### src/rtl/uart_pkg.sv
// ============================================================================
// Module   : uart_pkg
// Purpose  : Definitions shared by the UART receiver and transmitter: data
//            width, default bit period and the receiver state encoding.
// Config   : none (the receiver's optional parity uses UART_RX_PARITY_EN)
// Revision : 1.0 - initial release
// ============================================================================
`default_nettype none

package uart_pkg;

   // Payload width of one character.
   localparam int DATA_BITS = 8;

   // 100 MHz clock / 115200 baud.
   localparam int DEFAULT_CLKS_PER_BIT = 868;

   // Receiver states. PARITY is only visited when parity is compiled in.
   typedef enum logic [2:0] {
      ST_IDLE   = 3'd0,
      ST_START  = 3'd1,
      ST_DATA   = 3'd2,
      ST_PARITY = 3'd3,
      ST_STOP   = 3'd4,
      ST_BREAK  = 3'd5
   } uart_rx_state_t;

endpackage

`default_nettype wire

### src/rtl/sync_2ff.sv
// ============================================================================
// Module   : sync_2ff
// Purpose  : 1-bit, two-stage synchronizer for bringing an asynchronous level
//            into the clk domain. RST_VAL selects the value both stages take
//            during reset (use 1 for idle-high lines).
// Config   : none
// Revision : 1.0 - initial release
// ============================================================================
`default_nettype none

module sync_2ff #(
   parameter logic RST_VAL = 1'b0
) (
   input  logic clk,
   input  logic rst_n,
   input  logic d_i,
   output logic q_o
);

   logic meta_q;
   logic sync_q;

   // Two back-to-back flops; the first may go metastable, the second settles it.
   always_ff @(posedge clk or negedge rst_n) begin
      if (!rst_n) begin
         meta_q <= RST_VAL;
         sync_q <= RST_VAL;
      end else begin
         meta_q <= d_i;
         sync_q <= meta_q;
      end
   end

   assign q_o = sync_q;

endmodule

`default_nettype wire

### src/rtl/uart_rx.sv
// ============================================================================
// Module   : uart_rx
// Purpose  : UART receiver. Recovers 8N1 frames (or 8E1 with parity) from the
//            rx pin using mid-bit sampling driven by a clock-cycle divider.
//            Good bytes appear on data with a one-cycle valid strobe; a low
//            stop bit gives a one-cycle frame_err strobe and the receiver then
//            waits for the line to return high before looking for a new start.
// Config   : define UART_RX_PARITY_EN for 8E1 (even parity, parity_err strobe);
//            leave undefined for 8N1 with parity_err tied low.
// Revision : 1.0 - initial release
// ============================================================================
`default_nettype none

module uart_rx
   import uart_pkg::*;
#(
   parameter int CLKS_PER_BIT = DEFAULT_CLKS_PER_BIT  // must be >= 4
) (
   input  logic                 clk,
   input  logic                 rst_n,
   input  logic                 rx,
   output logic [DATA_BITS-1:0] data,
   output logic                 valid,
   output logic                 frame_err,
   output logic                 parity_err,
   output logic                 busy
);

   localparam int             CW          = $clog2(CLKS_PER_BIT);
   localparam logic [CW-1:0]  c_cnt_last  = CW'(CLKS_PER_BIT - 1);
   localparam logic [CW-1:0]  c_cnt_half  = CW'(CLKS_PER_BIT / 2 - 1);
   localparam logic [CW-1:0]  c_cnt_one   = CW'(1);
   localparam logic [2:0]     c_bit_last  = 3'(DATA_BITS - 1);

   logic                 rx_s;

   uart_rx_state_t       state_q, state_d;
   logic [CW-1:0]        cnt_q,   cnt_d;
   logic [2:0]           bit_q,   bit_d;
   logic [DATA_BITS-1:0] shift_q, shift_d;
   logic [DATA_BITS-1:0] data_q,  data_d;
   logic                 valid_q, valid_d;
   logic                 ferr_q,  ferr_d;
`ifdef UART_RX_PARITY_EN
   logic                 perr_q,  perr_d;
   logic                 pmis_q,  pmis_d;
`endif

   // Idle-high line: the synchronizer resets to 1 so reset never looks like a start bit.
   sync_2ff #(
      .RST_VAL (1'b1)
   ) u_sync_rx (
      .clk   (clk),
      .rst_n (rst_n),
      .d_i   (rx),
      .q_o   (rx_s)
   );

   // Next-state, bit timing, shifting and strobe generation.
   always_comb begin
      state_d = state_q;
      cnt_d   = cnt_q + c_cnt_one;
      bit_d   = bit_q;
      shift_d = shift_q;
      data_d  = data_q;
      valid_d = 1'b0;
      ferr_d  = 1'b0;
`ifdef UART_RX_PARITY_EN
      perr_d  = 1'b0;
      pmis_d  = pmis_q;
`endif
      case (state_q)
         ST_IDLE: begin
            cnt_d = '0;
            if (!rx_s) begin
               state_d = ST_START;
            end
         end
         ST_START: begin
            // Half a bit in: a line that is high again was only a glitch.
            if (cnt_q == c_cnt_half) begin
               cnt_d = '0;
               if (rx_s) begin
                  state_d = ST_IDLE;
               end else begin
                  state_d = ST_DATA;
                  bit_d   = 3'd0;
               end
            end
         end
         ST_DATA: begin
            if (cnt_q == c_cnt_last) begin
               cnt_d   = '0;
               shift_d = {rx_s, shift_q[DATA_BITS-1:1]};
               bit_d   = bit_q + 3'd1;
               if (bit_q == c_bit_last) begin
`ifdef UART_RX_PARITY_EN
                  state_d = ST_PARITY;
`else
                  state_d = ST_STOP;
`endif
               end
            end
         end
`ifdef UART_RX_PARITY_EN
         ST_PARITY: begin
            // Even parity: data bits XOR parity bit must be zero.
            if (cnt_q == c_cnt_last) begin
               cnt_d   = '0;
               pmis_d  = (^shift_q) ^ rx_s;
               state_d = ST_STOP;
            end
         end
`endif
         ST_STOP: begin
            if (cnt_q == c_cnt_last) begin
               cnt_d = '0;
               if (rx_s) begin
                  data_d  = shift_q;
                  valid_d = 1'b1;
`ifdef UART_RX_PARITY_EN
                  perr_d  = pmis_q;
`endif
                  state_d = ST_IDLE;
               end else begin
                  ferr_d  = 1'b1;
                  state_d = ST_BREAK;
               end
            end
         end
         ST_BREAK: begin
            // A line stuck low must go high before another frame is accepted.
            cnt_d = '0;
            if (rx_s) begin
               state_d = ST_IDLE;
            end
         end
         default: begin
            cnt_d   = '0;
            state_d = ST_IDLE;
         end
      endcase
   end

   // State, timing and output registers; reset discards any partial frame.
   always_ff @(posedge clk or negedge rst_n) begin
      if (!rst_n) begin
         state_q <= ST_IDLE;
         cnt_q   <= '0;
         bit_q   <= 3'd0;
         shift_q <= '0;
         data_q  <= '0;
         valid_q <= 1'b0;
         ferr_q  <= 1'b0;
`ifdef UART_RX_PARITY_EN
         perr_q  <= 1'b0;
         pmis_q  <= 1'b0;
`endif
      end else begin
         state_q <= state_d;
         cnt_q   <= cnt_d;
         bit_q   <= bit_d;
         shift_q <= shift_d;
         data_q  <= data_d;
         valid_q <= valid_d;
         ferr_q  <= ferr_d;
`ifdef UART_RX_PARITY_EN
         perr_q  <= perr_d;
         pmis_q  <= pmis_d;
`endif
      end
   end

   assign data      = data_q;
   assign valid     = valid_q;
   assign frame_err = ferr_q;
   assign busy      = (state_q != ST_IDLE);
`ifdef UART_RX_PARITY_EN
   assign parity_err = perr_q;
`else
   assign parity_err = 1'b0;
`endif

endmodule

`default_nettype wire
### config.mk
export PLATFORM = sky130hd
export DESIGN_NAME = uart_rx
export DESIGN_NICKNAME = d
export VERILOG_FILES = /design/src/rtl/uart_pkg.sv /design/src/rtl/sync_2ff.sv /design/src/rtl/uart_rx.sv
export SDC_FILE = /design/constraint.sdc
export NUM_CORES = 1
export LEC_CHECK = 0
export BUFFER_PORTS_ARGS = -buffer_cell sky130_fd_sc_hd__buf_2
export CORE_ASPECT_RATIO = 0.5
export CORE_MARGIN = 3
export CORE_UTILIZATION = 53
export DETAILED_ROUTE_END_ITERATION = 12
export PLACE_DENSITY = 0.69
export REMOVE_ABC_BUFFERS = 1
export SYNTH_ARGS = -nofsm -noshare
export SYNTH_HDL_FRONTEND = slang
export SYNTH_SLANG_ARGS = --single-unit
### constraint.sdc
create_clock -name clk -period 2.1 [get_ports clk]
set_input_delay 0.42 -clock clk [delete_from_list [all_inputs] [get_ports clk]]
set_output_delay 0.42 -clock clk [all_outputs]
set_load 0.1 [all_outputs]
After elaboration in Yosys (flattened, before gate mapping)
Index checks and enable logic that the tools add are counted.
- $add $sub $neg: 2
- multipliers: 0
- divide/modulo/power cells: 0
- order comparisons: 0
- equal/unequal tests: 14
- shifts and indexed selects: 0
- mux-type cells: 22
- bitwise logic cells: 0
- reductions and logical operators: 8
- operators with widths (cell ; count):
    $mux 3 ; 10
    $mux 10 ; 2
    $pmux 10 s2 ; 1
    $pmux 3 s5 ; 1
    $ne 2x2->1 const B ; 6
    $add 10x1->10 const B ; 1
    $eq 10x10->1 const B ; 1
    $eq 10x9->1 const B ; 1
    $eq 3x3->1 const B ; 3
    $mux 1 ; 6
    $pmux 3 s2 ; 1
    $reduce_and 6->1 ; 1
    $reduce_and 4->1 ; 1
    $add 3x1->3 const B ; 1
    $eq 3x1->1 const B ; 1
    $eq 3x2->1 const B ; 1
    $logic_not 3->1 ; 1
    $reduce_and 3->1 ; 1
    $reduce_bool 3->1 ; 1
    $mux 2 ; 1
    $ne 2x1->1 const B ; 1
    $reduce_and 2->1 ; 1
    $reduce_bool 2->1 ; 1
    $reduce_or 2->1 ; 1
- register bits after elaboration: 36
- bits in latches: 0
- bits in writable memories: 0
- memory bits (read-only): 0
- input port bits: 3
- output and inout port bits: 12
- memories: 0

Depth between registers and ports, before layout
- depth in word-level cells: 4
- mapped depth: 6
- gate-level depth less buffers: 6

By module
A second synthesis with hierarchy kept.
- cell total of the unflattened synthesis: 130
- area, all modules: 1656.6 um^2
- by module, submodules not included (module ; instances ; cells an instance ; area an instance (um^2)):
    uart_rx ; 1 ; 128 ; 1604.0
    sync_2ff ; 1 ; 2 ; 52.6

Least setup slack after synthesis
Ideal clock, no wire load.
- kind: reg-to-output
- start point: reg state_q[0]
- end point: out busy
- arrival time: 1.237 ns
- required time: 1.680 ns
- path slack: 0.443 ns
- cell stages (with the launch flop): 3
- path buffers: 1
- cell sequence: dfrtp_1 -> buf_4 -> or3_1
- word-level cells in the longest chain between the ends: 1
- RTL lines (what ; RTL line ; text):
    from (decl) ; uart_rx.sv:37 ; uart_rx_state_t state_q, state_d;
    from (signal assigned) ; uart_rx.sv:160 ; state_q <= state_d;
    $reduce_bool 3->1 ; uart_rx.sv:177 ; assign busy = (state_q != ST_IDLE);
    to (decl) ; uart_rx.sv:26 ; output logic busy
No other way between the ends.

Worst setup path after layout
Same ends and word-level chain as after synthesis.

==> results.json <==
{
  "final_nets": 155,
  "wire_per_inst_um": 14.54,
  "die-area_um2": 3844,
  "cts_buffers": 5,
  "multi_input_area_um2": 691.9,
  "fin_hold_ws_ns": 0.2097,
  "drive_gt1_share_pct": 33.56,
  "end_kind": "output port",
  "tns_ns": 0,
  "r2r_slack_ns": 0.27,
  "finalSetupViolCount": 0,
  "fin_total_pwr_mw": 1.320,
  "via_per_inst": 5.371,
  "antenna_left": 0,
  "cts_sinks": 36,
  "hold_class": "in -> async",
  "start_util_pct": 59.41,
  "yosysUniqueCellTypes": 38,
  "hold_violations": 0,
  "antennaDiodeCount": 0,
  "ys_ff_latch": 36,
  "htreeDepth": 2,
  "path_max_fanout": 10,
  "critPathLaunch": "state_q[0]",
  "insertion_delay_ns": 0.29,
  "skew_ns": 0.002034,
  "holdBufCountCts": 0,
  "gr-total-overflow": 0,
  "leakagePower_nw": 0.9227,
  "rows": 13,
  "crit_chain": "or3_1 > buf_2",
  "r2r-start": "state_q[0]",
  "cap_violations": 0,
  "arrival_ns": 1.47,
  "n_fill_cell": 215,
  "worst_path_max_delay_cell": "dfrtp_1",
  "dr.pass1.iters": 3,
  "slowest_delay_ns": 0.50,
  "rsz0062_at_grt": "no",
  "vias": 999,
  "synthToLayoutAreaGrowth_pct": 12.03,
  "antenna_found_initial": 0,
  "design.core.area_um2": 2765,
  "peakVddDrop_v": 0.0005086,
  "drtIter0Drc": 60,
  "async_flop_share_pct": 100.0,
  "worst_slack_ns": 0.2140,
  "ys.flop_type": "dfrtp_1",
  "drv_slew": 0,
  "grt_pass1_wl_um": 4809,
  "synth_area_um2": 1643,
  "grt_pass1_vias": 1065,
  "worstMarginPinSlew_ns": 0.7874,
  "track_usage_pct": 17.06,
  "criticalPathCategory": "reg -> out",
  "avgSynthCellArea_um2": 12.54,
  "required_ns": 1.68,
  "port_buffers": 13,
  "max-clock-path-buffers": 2,
  "dp_slack_ns": 0.3116,
  "io_pins": 15,
  "root_buffer": "clkbuf_8",
  "final.period_utilization_pct": 89.81,
  "outcome": "completed",
  "slew_headroom_pct": 47.51,
  "synth_seq_area_share_pct": 54.99,
  "critPathLaunchType": "register",
  "hpwl_um": 1865,
  "ctsResizeCount": 0,
  "power_density_nw_per_um2": 717.2,
  "period_minus_slack_ns": 1.886,
  "reg2regPathDepth": 4,
  "postCtsSetupBuffers": 0,
  "fmax_mhz": 530.2,
  "synth_edf_count": 0,
  "die_h_um": 45.37,
  "die-width_um": 84.74,
  "routabilityCongestion": 0.8162,
  "r2r_end": "shift_q[3]",
  "synthCells": 131,
  "ys_warn_count": 0,
  "drc": 0,
  "crit_path_end": "busy",
  "wl_um": 2705,
  "clkTransAtPathRegs_ns": 0.07,
  "cts_tree": "yes",
  "seqCellArea_um2": 903.4,
  "grt_max_degree": 37,
  "final_core_util_pct": 66.56
}
how the worst min path moves through the flow:
stage                           startpoint          endpoint  slack, ns  cells past startpoint
after global routing                    rx  u_sync_rx.meta_q       0.22                      1
after detailed placement  u_sync_rx.meta_q     u_sync_rx.q_o       0.35                      0
final                                rst_n          cnt_q[4]       0.21                      1
after floorplan                      rst_n          bit_q[0]       0.12                      0
after CTS                               rx  u_sync_rx.meta_q       0.21                      1
after global placement    u_sync_rx.meta_q     u_sync_rx.q_o       0.35                      0
metal layers:
metal / wire [µm] / up-vias / global-route usage, %
met2: 1157 / 14 / 25.51
met3: 114 / 5 / 6.859
met5: 0 / - / 0
met4: 40 / 0 / 7.571
li1: - / 487 / -
met1: 1392 / 493 / 22.39
Yosys cell counts, types with 3 or more instances:
cell type | n | share of area, %
and3_1 | 3 | 1.1
dfrtp_1 | 34 | 52
ha_1 | 4 | 3.0
inv_1 | 3 | 0.69
mux2_2 | 16 | 11
nand2_1 | 4 | 0.91
nand3_1 | 6 | 1.8
nand4_1 | 3 | 1.1
nor2_1 | 15 | 3.4
xnor2_1 | 5 | 2.7
xor2_1 | 3 | 1.6
per-stage QoR:
step,area [µm²],cells
after global placement,1733,178
after CTS,1841,186
final,1841,186
after floorplan,1607,126
after detailed placement,1733,178
after global routing,1841,186
report_power, final:
group	internal [mW]	switching, mW	total [mW]	leakage [nW]
registers	0.697	0.00258	0.699	0.481
logic	0.00258	0.0215	0.0241	0.386
clock network	0.352	0.245	0.597	0.0552
total	1.05	0.269	1.32	0.923
critical path, delay by kind of cell, from the launching register on:
kind	cells	cell delay [ns]
buf+inv	1	0.29
flops	1	0.50
simple gates	1	0.38
layout by cell type (no fill, tap or decap), types with 3 or more instances in the layout:
cell	n
and3_1	3
ha_1	4
xnor2_1	5
nor2_1	15
mux2_2	16
dfrtp_1	34
buf_2	13
xor2_1	3
nand3_1	6
clkbuf_8	5
nand4_1	3
inv_1	3
nand2_1	4
cells by family after synthesis:
family	count (synthesis)	share of synthesized area, %
and+or+nand+nor	48	18.58
DFF	36	54.99
muxes	17	11.58
AOI/OAI and AO/OA	9	4.418
xor gates and xnor gates	8	4.265
buffers and inverters	8	2.893
adders and majority gates	4	3.047
other	1	0.2283
state kept, by name, indices dropped and copies added, names as in the netlist:
register          count
shift_q               8
u_sync_rx.meta_q      1
valid                 1
state_q               3
u_sync_rx.q_o         1
bit_q                 3
cnt_q                10
data                  8
frame_err             1
final cells by class:
cell class | count | share of cell area, %
flip-flops and latches | 36 | 49.08
clock buffers | 6 | 3.943
clock inverters | 2 | 1.903
repair buffers | 15 | 4.351
well taps | 37 | 2.515
multi-input cells | 87 | 37.59
inverters | 3 | 0.6118
Power figures use the tool's default switching activity.
